<file path="config.mk">
export PLATFORM = sky130hd
export DESIGN_NAME = board_controller_flat
export DESIGN_NICKNAME = d
export VERILOG_FILES = /design/src/rtl/board_controller_if.sv /design/src/rtl/board_controller.sv /design/src/flat_wrapper.sv
export SDC_FILE = /design/constraint.sdc
export NUM_CORES = 1
export LEC_CHECK = 0
export BUFFER_PORTS_ARGS = -buffer_cell sky130_fd_sc_hd__buf_2
export CORE_AREA = 2 2 170 172
export CTS_CLUSTER_DIAMETER = 120
export DETAILED_ROUTE_END_ITERATION = 16
export DIE_AREA = 0 0 172 174
export PLACE_DENSITY_LB_ADDON = 0.1
export SLEW_MARGIN = 10
export SYNTH_ARGS = -nofsm -noshare
export SYNTH_HDL_FRONTEND = slang
export SYNTH_SLANG_ARGS = --single-unit
</file>
<file path="constraint.sdc">
create_clock -name clk -period 14.8 [get_ports clk]
set_input_delay 3.7 -clock clk [delete_from_list [all_inputs] [get_ports clk]]
set_output_delay 3.7 -clock clk [all_outputs]
set_load 0.1 [all_outputs]
</file>
<file path="src/rtl/board_controller_if.sv">
// Player/animator handshake and board status bundle for board_controller.
// The controller drives through the master modport; the environment uses slave.
interface board_controller_if;
  logic             drop_request;
  logic [2:0]       column_index;
  logic             token_ready;
  logic [2:0]       final_row;
  logic [2:0]       final_column;
  logic [5:0][15:0] board_red;
  logic [5:0][15:0] board_grn;
  logic             player_move;
  logic             valid_move;
  logic [2:0]       column_out;
  logic             player_turn;
  logic             invalid_move;
  logic             winner_valid;
  logic             winner;
  logic             draw;
  logic             game_over;

  modport master (
    input  drop_request, column_index, token_ready, final_row, final_column,
    output board_red, board_grn, player_move, valid_move, column_out, player_turn,
           invalid_move, winner_valid, winner, draw, game_over
  );

  modport slave (
    output drop_request, column_index, token_ready, final_row, final_column,
    input  board_red, board_grn, player_move, valid_move, column_out, player_turn,
           invalid_move, winner_valid, winner, draw, game_over
  );
endinterface

</file>
<file path="src/rtl/board_controller.sv">
// Connect-four game controller: validates drops, commits landed tokens to the
// board, then scans the four line directions through the new token, one per cycle.
module board_controller (
  input  logic               clk,
  input  logic               reset,
  board_controller_if.master bus
);
  localparam logic [1:0] IDLE      = 2'd0;
  localparam logic [1:0] WAIT_DROP = 2'd1;
  localparam logic [1:0] CHECK     = 2'd2;
  localparam logic [1:0] GAME_OVER = 2'd3;
  localparam logic [5:0] MAX_MOVES = 6'd42;

  logic [1:0]       state;
  logic [1:0]       dir_cnt;
  logic [5:0]       move_cnt;
  logic             win_flag;
  logic [2:0]       last_row;
  logic [2:0]       last_col;
  logic [5:0][15:0] board_red;
  logic [5:0][15:0] board_grn;
  logic             player_move, valid_move, invalid_move;
  logic [2:0]       column_out;
  logic             player_turn, winner_valid, winner, draw, game_over;

  logic             req_ok;
  logic             dir_hit;
  logic [5:0][15:0] own_board;
  logic signed [1:0] dr, dc;
  logic [2:0]       line_len;

  function automatic logic [3:0] col_bit(input logic [2:0] c);
    return 4'd15 - {1'b0, c};
  endfunction

  // Same-colour run length stepping away from (r,c), capped at 3 and clipped to the 6x7 grid.
  function automatic logic [1:0] run_len(input logic [5:0][15:0] b,
                                         input logic [2:0] r, input logic [2:0] c,
                                         input logic signed [1:0] sr,
                                         input logic signed [1:0] sc);
    logic signed [4:0] rr, cc;
    logic go;
    run_len = 2'd0;
    go = 1'b1;
    rr = $signed({2'b00, r});
    cc = $signed({2'b00, c});
    for (int k = 0; k < 3; k++) begin
      rr = rr + 5'(sr);
      cc = cc + 5'(sc);
      if (go && rr >= 5'sd0 && rr <= 5'sd5 && cc >= 5'sd0 && cc <= 5'sd6 &&
          b[rr[2:0]][col_bit(cc[2:0])])
        run_len = run_len + 2'd1;
      else
        go = 1'b0;
    end
  endfunction

  always_comb begin
    req_ok = (bus.column_index <= 3'd6) &&
             !board_red[0][col_bit(bus.column_index)] &&
             !board_grn[0][col_bit(bus.column_index)];
    own_board = player_turn ? board_grn : board_red;
    case (dir_cnt)
      2'd0:    begin dr = 2'sd0; dc = 2'sd1;  end
      2'd1:    begin dr = 2'sd1; dc = 2'sd0;  end
      2'd2:    begin dr = 2'sd1; dc = 2'sd1;  end
      default: begin dr = 2'sd1; dc = -2'sd1; end
    endcase
    line_len = {1'b0, run_len(own_board, last_row, last_col, dr, dc)} +
               {1'b0, run_len(own_board, last_row, last_col, -dr, -dc)};
    dir_hit = (line_len >= 3'd3);
  end

  always_ff @(posedge clk) begin
    if (reset) begin
      state        <= IDLE;
      board_red    <= '0;
      board_grn    <= '0;
      player_turn  <= 1'b0;
      player_move  <= 1'b0;
      valid_move   <= 1'b0;
      invalid_move <= 1'b0;
      winner_valid <= 1'b0;
      winner       <= 1'b0;
      draw         <= 1'b0;
      game_over    <= 1'b0;
      column_out   <= 3'd0;
      move_cnt     <= 6'd0;
      dir_cnt      <= 2'd0;
      win_flag     <= 1'b0;
    end else begin
      player_move  <= 1'b0;
      valid_move   <= 1'b0;
      invalid_move <= 1'b0;
      case (state)
        IDLE: begin
          if (bus.drop_request) begin
            if (req_ok) begin
              player_move <= 1'b1;
              valid_move  <= 1'b1;
              column_out  <= bus.column_index;
              state       <= WAIT_DROP;
            end else begin
              invalid_move <= 1'b1;
            end
          end
        end
        WAIT_DROP: begin
          if (bus.token_ready) begin
            // Off-grid landing cells are never written, keeping the unused board bits clear.
            if (bus.final_row <= 3'd5 && bus.final_column <= 3'd6) begin
              if (player_turn)
                board_grn[bus.final_row][col_bit(bus.final_column)] <= 1'b1;
              else
                board_red[bus.final_row][col_bit(bus.final_column)] <= 1'b1;
            end
            last_row <= bus.final_row;
            last_col <= bus.final_column;
            if (move_cnt != MAX_MOVES)
              move_cnt <= move_cnt + 6'd1;
            dir_cnt  <= 2'd0;
            win_flag <= 1'b0;
            state    <= CHECK;
          end
        end
        CHECK: begin
          if (dir_cnt == 2'd3) begin
            dir_cnt <= 2'd0;
            if (win_flag || dir_hit) begin
              winner_valid <= 1'b1;
              winner       <= player_turn;
              game_over    <= 1'b1;
              state        <= GAME_OVER;
            end else if (move_cnt == MAX_MOVES) begin
              draw      <= 1'b1;
              game_over <= 1'b1;
              state     <= GAME_OVER;
            end else begin
              player_turn <= ~player_turn;
              state       <= IDLE;
            end
          end else begin
            dir_cnt  <= dir_cnt + 2'd1;
            win_flag <= win_flag | dir_hit;
          end
        end
        default: ;
      endcase
    end
  end

  assign bus.board_red    = board_red;
  assign bus.board_grn    = board_grn;
  assign bus.player_move  = player_move;
  assign bus.valid_move   = valid_move;
  assign bus.column_out   = column_out;
  assign bus.player_turn  = player_turn;
  assign bus.invalid_move = invalid_move;
  assign bus.winner_valid = winner_valid;
  assign bus.winner       = winner;
  assign bus.draw         = draw;
  assign bus.game_over    = game_over;
endmodule

</file>
<file path="src/flat_wrapper.sv">
// flat-port wrapper written by rule: the top's interface ports become plain ports
module board_controller_flat 
  (clk, reset, bus_drop_request, bus_column_index, bus_token_ready, bus_final_row, bus_final_column, bus_board_red, bus_board_grn, bus_player_move, bus_valid_move, bus_column_out, bus_player_turn, bus_invalid_move, bus_winner_valid, bus_winner, bus_draw, bus_game_over);
  board_controller_if bus_i ();
  input  logic clk;
  input  logic reset;
  input wire logic [$bits(bus_i.drop_request)-1:0] bus_drop_request;
  input wire logic [$bits(bus_i.column_index)-1:0] bus_column_index;
  input wire logic [$bits(bus_i.token_ready)-1:0] bus_token_ready;
  input wire logic [$bits(bus_i.final_row)-1:0] bus_final_row;
  input wire logic [$bits(bus_i.final_column)-1:0] bus_final_column;
  output wire logic [$bits(bus_i.board_red)-1:0] bus_board_red;
  output wire logic [$bits(bus_i.board_grn)-1:0] bus_board_grn;
  output wire logic [$bits(bus_i.player_move)-1:0] bus_player_move;
  output wire logic [$bits(bus_i.valid_move)-1:0] bus_valid_move;
  output wire logic [$bits(bus_i.column_out)-1:0] bus_column_out;
  output wire logic [$bits(bus_i.player_turn)-1:0] bus_player_turn;
  output wire logic [$bits(bus_i.invalid_move)-1:0] bus_invalid_move;
  output wire logic [$bits(bus_i.winner_valid)-1:0] bus_winner_valid;
  output wire logic [$bits(bus_i.winner)-1:0] bus_winner;
  output wire logic [$bits(bus_i.draw)-1:0] bus_draw;
  output wire logic [$bits(bus_i.game_over)-1:0] bus_game_over;
  assign bus_i.drop_request = bus_drop_request;
  assign bus_i.column_index = bus_column_index;
  assign bus_i.token_ready = bus_token_ready;
  assign bus_i.final_row = bus_final_row;
  assign bus_i.final_column = bus_final_column;
  assign bus_board_red = bus_i.board_red;
  assign bus_board_grn = bus_i.board_grn;
  assign bus_player_move = bus_i.player_move;
  assign bus_valid_move = bus_i.valid_move;
  assign bus_column_out = bus_i.column_out;
  assign bus_player_turn = bus_i.player_turn;
  assign bus_invalid_move = bus_i.invalid_move;
  assign bus_winner_valid = bus_i.winner_valid;
  assign bus_winner = bus_i.winner;
  assign bus_draw = bus_i.draw;
  assign bus_game_over = bus_i.game_over;
  board_controller u_core (.clk(clk), .reset(reset), .bus(bus_i));
endmodule
</file>
==> results of run 1 <==
[metal layers]
layer,up-vias,GRT usage,share of wire
li1,3534,-,-
met1,3661,0.278,0.46
met2,236,0.329,0.48
met3,19,0.0269,0.040
met4,0,0.0522,0.013
met5,-,0,0
[report_power, final]
part	internal (mW)	total [mW]	leakage, nW	switching, mW
Sequential	0.338	0.343	0.998	0.00435
Clock	0.279	0.457	0.305	0.178
Combinational	0.0772	0.315	3.11	0.238
Total	0.694	1.11	4.41	0.421
[path summary, 6_finish.rpt]
kind	from	to	depth (start not counted)
setup reg to reg	u_core.dir_cnt[0]$_SDFFE_PP0P_	u_core.bus.player_turn$_SDFFE_PP0P_	29
hold / removal	u_core.bus.winner$_SDFFE_PP0P_	u_core.bus.winner$_SDFFE_PP0P_	2
hold reg to reg	u_core.bus.winner$_SDFFE_PP0P_	u_core.bus.winner$_SDFFE_PP0P_	2
setup / recovery	u_core.dir_cnt[0]$_SDFFE_PP0P_	u_core.bus.player_turn$_SDFFE_PP0P_	29
[area by class of cell]
class                   count  share of cell area
multi-input cells         771               0.569
flip-flops and latches    123               0.243
repair buffers            132              0.0671
well taps                 384              0.0463
clock buffers              18              0.0434
clock inverters            13              0.0173
inverters                  38              0.0138
[placed cells by master (no fill, tap or decap), types with 25 or more instances in the layout]
cell type  instances
nand2_1           36
dfxtp_1          116
buf_2            118
inv_1             37
nor3_1            25
mux4_2            55
mux2i_1           58
a21oi_1          119
ha_1              45
nor2_1           133
conb_1            96
[through the flow]
stage / area, um2 / instances / hold slack [ns]
final: 10400 / 1479 / 0.488
after global routing: 10400 / 1479 / 0.513
after CTS: 10400 / 1479 / 0.494
after detailed placement: 9740 / 1448 / 0.479
after global placement: 9740 / 1448 / 0.457
after floorplan: 9530 / 1072 / 0.458
[state kept, by name (all words and copies together) (netlist names), 2 cells and up]
name                   cells
u_core.bus.board_grn      48
u_core.bus.board_red      48
u_core.move_cnt            6
u_core.bus.column_out      3
u_core.last_col            3
u_core.last_row            3
u_core.dir_cnt             2
u_core.state               2
[worst max-delay path, delay by kind of cell, from the launching register on]
family,cells,cell delay (ns)
adder cells (fa/ha/maj),7,2.36
AO/OA/AOI/OAI,7,1.19
XOR/XNOR,3,0.93
buffers and inverters,5,0.88
flip-flops,1,0.35
AND/OR/NAND/NOR,7,2.04
[kinds of logic after synthesis]
group	Yosys count
AND/OR/NAND/NOR	260
adder cells (fa/ha/maj)	56
flip-flops	123
XOR/XNOR	39
other	1
multiplexers	118
buffers and inverters	178
AO/OA/AOI/OAI	202
==> metrics.cfg, run 1 <==
[timing]
hold_violations = 0
min_period_ns = 7.82
rsz0062_at_grt = no
fin_crit_sh = 0.529
tightest_slew_ns = 1.15
tns_ns = 0
slew_viol_final = 0
fmax_ghz = 0.128
fin_worst_skew_ns = 0.0142
slew-limit-headroom = 0.236
setup_violations = 0
setup_slack_ns = 6.98

[clock_tree]
clk_pin_slew_worst_paths_ns = 0.06
cts_resized = 0
clock_sinks = 123
htree_levels = 4
clk_root_buffer_cell = clkbuf_16
clk_latency_ns = 0.43
cts_post_setup_buffers_inserted = 0
cts_buffer_depth = 2
cts_tree = done
cts_buffers = 17
cts-hold-fix-buffers = 0

[worst_hold_path]
hp-class = flop to flop

[die]
die_area_um2 = 29900
fp-row-count = 62
core_um2 = 28200
initial_core_util = 0.325
die_h_um = 174
die_w_um = 172
ios = 216

[pwr]
p_leak_nw = 4.41
ir_drop_uv = 62.9
p_per_area_nw_per_um2 = 107
p_total_mw = 1.11

[cells_and_area]
seq_area_um2 = 2520
layout.nets = 1152
drive_gt1_frac = 0.222
final_util = 0.367
multiInputGateArea_um2 = 5900
area_delta_synth_final_pct = 13.1
diodes = 0
fillers = 2917

[placement]
gp_congestion = 0.866
pre_cts_slack_ns = 6.96
numPortBuffers = 119
dpl.hpwl_um = 22100

[worst_setup_path]
regToRegSetupSlack_ns = 6.98
cp_slowest_cell = nor3b_1
arrival_ns = 8.17
max_stage_delay_ns = 0.50
crit_path_end_kind = flop
cp_max_fo = 14
required_ns = 15.15
crit_type = flop to flop
cp-start-kind = flop

[synth]
synth_cells = 977
synth_seq_cells = 123
yosysWarnings = 0
yosysSeqAreaShare = 0.275
yosysUniqueCellTypes = 78
yosys.area.top_type_share = 0.255
synth-xor-area-share = 0.0460
ys.flop_type = dfxtp_1
yosys.area_share.adder = 0.0846
async_flop_share = 0
synthMuxAreaShare = 0.205
synth_top_area_cell = dfxtp_1
synth_top_cells_by_count = 133 x nor2_1, 119 x a21oi_1, 117 x dfxtp_1
synth_top_family_by_area = multiplexers
synth_area_leaders = dfxtp_1 26%, mux4_2 14%, buf_4 8.1%
synth_edf_count = 6
avgSynthCellArea_um2 = 9.39
yosys.area_share.simple = 0.134
yosysMostFrequentCell = nor2_1
synth-compound-area-share = 0.133
synthesis.area_um2 = 9170

[global_route]
grt_pass1_wl_um = 44800
overflow = 0
grtUsageTotal = 0.201
grt_start_max_net_pins = 86
grt_pass1_vias = 7037
antenna_found_initial = 0

[routing]
drc_errors = 0
antenna_left = 0
drtIter0Drc = 513
finalWirelength_um = 29800
viasPerCell = 5.04
drt-wirelength-per-cell_um = 20.1
via_count = 7450
drt-pass1-iter-count = 5

[status]
status = complete, no violations

[job]
cap_violations = 0

Power figures use the tool's default switching activity.
==> inputs of run 2 (changes only) <==
==> constraint.sdc (replaced) <==
create_clock -name clk -period 7.28 [get_ports clk]
set_input_delay 1.82 -clock clk [delete_from_list [all_inputs] [get_ports clk]]
set_output_delay 1.82 -clock clk [all_outputs]
set_load 0.1 [all_outputs]
==> metrics.cfg, run 2 (synthesis results as in run 1) <==
[worst_setup_path]
cp_top_family = adder cells
required_ns = 7.63  ; -7.52 ns
cp_common_cell = ha_1
arrival_ns = 7.17  ; -1.00 ns
crit_path_end_kind = flop
cp_max_fo = 7  ; -7
crit_type = flop to flop
cp_slowest_cell = xnor2_1
cp-start-kind = flop
max_stage_delay_ns = 0.67  ; +0.17 ns
cp_num_buf_inv = 3  ; -2

[die]
fp-row-count = 62  ; unchanged
ios = 216  ; unchanged
die_h_um = 174  ; unchanged
die_area_um2 = 29900  ; unchanged
initial_core_util = 0.325  ; unchanged
core_um2 = 28200  ; unchanged
die_w_um = 172  ; unchanged

[placement]
gp_congestion = 0.879  ; +1.5%
dpl.hpwl_um = 22700  ; +2.9%
numPortBuffers = 119  ; unchanged
place_inst = 1460  ; +0.83%

[timing]
setup_violations = 0  ; unchanged
hold_violations = 0  ; unchanged
tns_ns = 0  ; unchanged
slew-limit-headroom = 0.225  ; -0.0114
timing.hold.ws_ns = 0.477  ; -0.0110 ns
fin_worst_skew_ns = 0.0155  ; +0.00135 ns
min_period_ns = 6.82  ; -1.00 ns
slew_viol_final = 0  ; unchanged
fmax_ghz = 0.147  ; +15%
rsz0062_at_grt = no
fin_crit_sh = 0.937  ; +0.409
tightest_slew_ns = 1.16  ; +0.0148 ns

[clock_tree]
cts_buffer_depth = 2  ; unchanged
cts-hold-fix-buffers = 0  ; unchanged
cts_tree = done
cts_buffers = 17  ; unchanged
clock_sinks = 123  ; unchanged
clk_latency_ns = 0.42  ; about the same
clk_root_buffer_cell = clkbuf_16
htree_levels = 4  ; unchanged
clk_pin_slew_worst_paths_ns = 0.06  ; about the same

[routing]
via_count = 7564  ; +1.5%
antenna_left = 0  ; unchanged
drt-wirelength-per-cell_um = 20.1  ; -0.11%
drc_errors = 0  ; unchanged
drtIter0Drc = 463  ; -9.7%
drt-pass1-iter-count = 5  ; unchanged
finalWirelength_um = 30100  ; +1.2%
viasPerCell = 5.05  ; +0.24%

[global_route]
grtUsageTotal = 0.203  ; +0.00272
grt_pass1_vias = 7235  ; +2.8%
overflow = 0  ; unchanged
antenna_found_initial = 0  ; unchanged
grt_pass1_wl_um = 45800  ; +2.1%
grt_start_max_net_pins = 86  ; unchanged

[cells_and_area]
final_util = 0.372  ; +0.00523
diodes = 0  ; unchanged
largest_registers = u_core.bus.board_grn: 48 flops, u_core.bus.board_red: 48 flops, u_core.move_cnt: 6 flops
fin_cells = 1498  ; +1.3%
area_delta_synth_final_pct = 14.7
most-common-layout-cells = 133 x nor2_1, 119 x a21oi_1, 118 x buf_2
layout.nets = 1170  ; +1.6%
mostFrequentLayoutCell = nor2_1
drive_gt1_frac = 0.239  ; +0.0169

[pwr]
p_per_area_nw_per_um2 = 210  ; +96%
ir_drop_uv = 118  ; +88%
p_total_mw = 2.21  ; +98%
p_leak_nw = 4.48  ; +1.6%

[job]
cap_violations = 0  ; unchanged

[status]
status = complete, no violations

[worst_hold_path]
hp-class = flop to flop

run 2: cell types whose count changed in the layout (fill, tap and decap cells not counted), sizes merged:
cell      delta
inv          -2
clkbuf       +2
buf         +18
bufinv       -2
clkinvlp     +3
run 2: timing repair:
| item | in CTS | in global routing |
|---|---|---|
| hold endpoints to repair | 0 | 0 |
| setup buffers | 0 | 6 |
| setup endpoints to repair | 0 | 8 |
| gates resized for setup | 0 | 7 |
run 2: report_power, final:
group	leakage, nW	switching [mW]	internal (mW)
Clock	0.275	0.331	0.499
Combinational	3.21	0.507	0.177
Sequential	0.998	0.00900	0.688
run 2: worst register-to-register path, delay by kind of cell (launching register included):
kind                       cells  cell delay, ns
xor gates and xnor gates       3            1.14
AOI/OAI and AO/OA              7            1.76
adders and majority gates      7            2.14
and+or+nand+nor                5            1.11
buffers and inverters          3            0.29
DFF                            1            0.32
run 2: per-layer routing:
layer / up-vias / GRT usage / wire length, um
li1: 3579 / - / -
met1: 3738 / 0.285 / 14000
met2: 224 / 0.323 / 14400
met3: 23 / 0.0298 / 1160
met4: 0 / 0.0623 / 639
met5: - / 0 / 0
run 2: final timing paths:
path                                              from                                   end  slack (ns)  cells past startpoint
setup reg to reg        u_core.dir_cnt[1]$_SDFFE_PP0P_   u_core.bus.player_turn$_SDFFE_PP0P_        0.46                     25
hold reg to reg   u_core.bus.winner_valid$_SDFFE_PP0P_  u_core.bus.winner_valid$_SDFFE_PP0P_        0.48                      2
hold / removal    u_core.bus.winner_valid$_SDFFE_PP0P_  u_core.bus.winner_valid$_SDFFE_PP0P_        0.48                      2
setup / recovery        u_core.dir_cnt[1]$_SDFFE_PP0P_   u_core.bus.player_turn$_SDFFE_PP0P_        0.46                     25
run 2: layout make-up:
| cell class | count | area, um2 |
|---|---|---|
| well taps | 384 | 480 |
| multi-input cells | 771 | 5930 |
| clock inverters | 12 | 114 |
| repair buffers | 150 | 860 |
| flip-flops and latches | 123 | 2520 |
| fillers | 2929 | 17700 |
| clock buffers | 20 | 467 |
| inverters | 38 | 143 |
run 2: stage by stage:
step	area [um2]	setup slack (ns)
after floorplan	9530	0.317
after global placement	9830	0.296
after detailed placement	9830	0.107
after CTS	10400	0.156
after global routing	10500	0.00186
final	10500	0.458
==> inputs of run 3 (changes only) <==
--- a/config.mk
+++ b/config.mk
@@ -6,10 +6,10 @@
 export NUM_CORES = 1
 export LEC_CHECK = 0
 export BUFFER_PORTS_ARGS = -buffer_cell sky130_fd_sc_hd__buf_2
-export CORE_AREA = 2 2 170 172
+export CORE_AREA = 2 2 162 180
 export CTS_CLUSTER_DIAMETER = 120
 export DETAILED_ROUTE_END_ITERATION = 16
-export DIE_AREA = 0 0 172 174
+export DIE_AREA = 0 0 164 182
 export PLACE_DENSITY_LB_ADDON = 0.1
 export SLEW_MARGIN = 10
 export SYNTH_ARGS = -nofsm -noshare
==> metrics.cfg, run 3 (synthesis results as in run 1) <==
[status]
status = complete, no violations

[die]
fp-row-count = 65  ; +4.8%
die_h_um = 182  ; +4.6%
die_area_um2 = 29800  ; -0.27%
die_w_um = 164  ; -4.7%
initial_core_util = 0.325  ; about the same
core_um2 = 28200  ; about the same
ios = 216  ; unchanged

[routing]
antenna_left = 0  ; unchanged
via_count = 7538  ; -0.34%
drt-pass1-iter-count = 4  ; -1
drtIter0Drc = 436  ; -5.8%
drc_errors = 0  ; unchanged
drt-wirelength-per-cell_um = 20.6  ; +2.4%
finalWirelength_um = 30400  ; +0.93%
viasPerCell = 5.10  ; +1.1%

[worst_setup_path]
crit_path_end_kind = flop
worst_r2r_endpoint = u_core.state[1]$_SDFFE_PP0P_
cp_max_fo = 7  ; unchanged
crit_type = flop to flop
max_stage_delay_ns = 0.61  ; -0.06 ns
cp_slowest_cell = fa_2
regToRegSetupSlack_ns = 0.59  ; +0.13 ns
cp_top_family = adder cells
arrival_ns = 7.05  ; -0.12 ns
reg2reg_depth = 31  ; +24%
cp-start-kind = flop
cp_num_buf_inv = 6  ; +3
timing.rr.start = u_core.dir_cnt[1]$_SDFFE_PP0P_
cp_common_cell = inv_1
required_ns = 7.64  ; about the same

[placement]
numPortBuffers = 119  ; unchanged
dpl.hpwl_um = 23100  ; +1.8%
pre_cts_slack_ns = 0.404  ; +0.296 ns
gp_congestion = 0.851  ; -3.3%

[timing]
fin_worst_skew_ns = 0.00956  ; -0.00595 ns
rsz0062_at_grt = no
setup_violations = 0  ; unchanged
min_period_ns = 6.69  ; -0.130 ns
slew-limit-headroom = 0.282  ; +0.0568
tns_ns = 0  ; unchanged
setup_slack_ns = 0.587  ; +0.130 ns
slew_viol_final = 0  ; unchanged
fmax_ghz = 0.149  ; +1.9%
hold_violations = 0  ; unchanged
fin_crit_sh = 0.919  ; -0.0178
tightest_slew_ns = 1.07  ; -0.0911 ns

[cells_and_area]
area_delta_synth_final_pct = 14.4
largest_registers = u_core.bus.board_grn: 48 flops, u_core.bus.board_red: 48 flops, u_core.move_cnt: 6 flops
mostFrequentLayoutCell = nor2_1
diodes = 0  ; unchanged
multiInputGateArea_um2 = 5930  ; unchanged
fillers = 2900  ; -0.99%
drive_gt1_frac = 0.237  ; -0.00163
seq_area_um2 = 2520  ; unchanged
most-common-layout-cells = 133 x nor2_1, 119 x a21oi_1, 118 x buf_2
layout.nets = 1165  ; -0.43%

[clock_tree]
clk_root_buffer_cell = clkbuf_16
clk_pin_slew_worst_paths_ns = 0.06  ; about the same
cts_buffers = 17  ; unchanged
cts_tree = done
htree_levels = 4  ; unchanged
cts_buffer_depth = 2  ; unchanged
clock_sinks = 123  ; unchanged
clk_latency_ns = 0.43  ; about the same

[global_route]
grtUsageTotal = 0.207  ; +0.00355
grt_start_max_net_pins = 66  ; -23%
antenna_found_initial = 0  ; unchanged
grt_pass1_wl_um = 46200  ; +0.94%
overflow = 0  ; unchanged
grt_pass1_vias = 7343  ; +1.5%

[pwr]
seqPwrFrac = 0.309  ; -0.006
p_clk_frac = 0.397  ; +0.021
p_leak_nw = 4.49  ; +0.14%
p_per_area_nw_per_um2 = 215  ; +2.2%
power_frac_comb = 0.294  ; -0.015
switching_share = 0.372  ; -0.0109
p_total_mw = 2.25  ; +1.9%
switchingPower_uw = 839  ; -0.98%
ir_drop_uv = 156  ; +32%
p_int_mw = 1.41  ; +3.7%

[worst_hold_path]
min_path_cells = 2  ; unchanged
hold_end = u_core.bus.game_over$_SDFFE_PP0P_
holdCritStartpoint = u_core.bus.game_over$_SDFFE_PP0P_
hp-class = flop to flop

[job]
cap_violations = 0  ; unchanged

run 3: cell count changes in the layout (fill, tap and decap cells not counted), moves of 2 or more:
| cell | change |
|---|---|
| buf_4 | -4 |
| ha_4 | -2 |
| clkinvlp_4 | -2 |
| clkinv_4 | -2 |
| bufinv_16 | +2 |
run 3: final cells by class:
cell class,count,share of cell area
Clock buffer,19,0.0432
Clock inverter,13,0.0154
Inverter,38,0.0136
Multi-Input combinational cell,771,0.565
Sequential cell,123,0.241
Tap cell,368,0.0439
Timing Repair Buffer,145,0.0780
run 3: metal layers:
layer | part of all wire | global-route usage | wire (um)
met4 | 0.020 | 0.0568 | 595
met2 | 0.49 | 0.343 | 14900
met5 | 0 | 0 | 0
met1 | 0.44 | 0.269 | 13300
met3 | 0.052 | 0.0480 | 1570
run 3: per-stage QoR:
stage | instances | util | area, um2 | hold slack (ns)
after floorplan | 1072 | - | 9530 | 0.458
after global placement | 1445 | 0.349 | 9850 | 0.457
after detailed placement | 1445 | 0.349 | 9850 | 0.468
after CTS | 1477 | 0.371 | 10500 | 0.483
after global routing | 1477 | 0.372 | 10500 | 0.506
final | 1477 | 0.372 | 10500 | 0.487
run 3: tightest hold or removal path, stage by stage, from the launching register on:
cell,delay (ns)
dfxtp_1,0.34
a31oi_1,0.05
nor2_1,0.07
run 3: what timing repair did:
item | in CTS | in global routing
hold buffers | 0 | 0
gates resized for setup | 0 | 6
setup buffers | 0 | 0
endpoints found under the setup margin | 0 | 4
run 3: how the worst max path moves through the flow:
stage | endpoint | cells after the start | slack, ns | start
floorplan | u_core.bus.player_turn$_SDFFE_PP0P_ | 28 | 0.32 | u_core.dir_cnt[0]$_SDFFE_PP0P_
global placement | u_core.state[1]$_SDFFE_PP0P_ | 26 | 0.43 | u_core.dir_cnt[0]$_SDFFE_PP0P_
global route | u_core.bus.player_turn$_SDFFE_PP0P_ | 30 | 0.04 | u_core.dir_cnt[1]$_SDFFE_PP0P_
CTS | u_core.state[1]$_SDFFE_PP0P_ | 31 | 0.39 | u_core.dir_cnt[1]$_SDFFE_PP0P_
detailed placement | u_core.state[1]$_SDFFE_PP0P_ | 31 | 0.40 | u_core.dir_cnt[1]$_SDFFE_PP0P_
finish | u_core.state[1]$_SDFFE_PP0P_ | 31 | 0.59 | u_core.dir_cnt[1]$_SDFFE_PP0P_
run 3: power groups by stage:
stage / clock network [mW] / registers (mW) / logic (mW)
4_1_cts: 0.910 / 0.696 / 0.661
3_5_place_dp: 0 / 0.711 / 0.658
2_1_floorplan: 0 / 0.730 / 0.573
5_1_grt: 0.939 / 0.697 / 0.710
3_3_place_gp: 0 / 0.711 / 0.663
6_report: 0.894 / 0.696 / 0.664
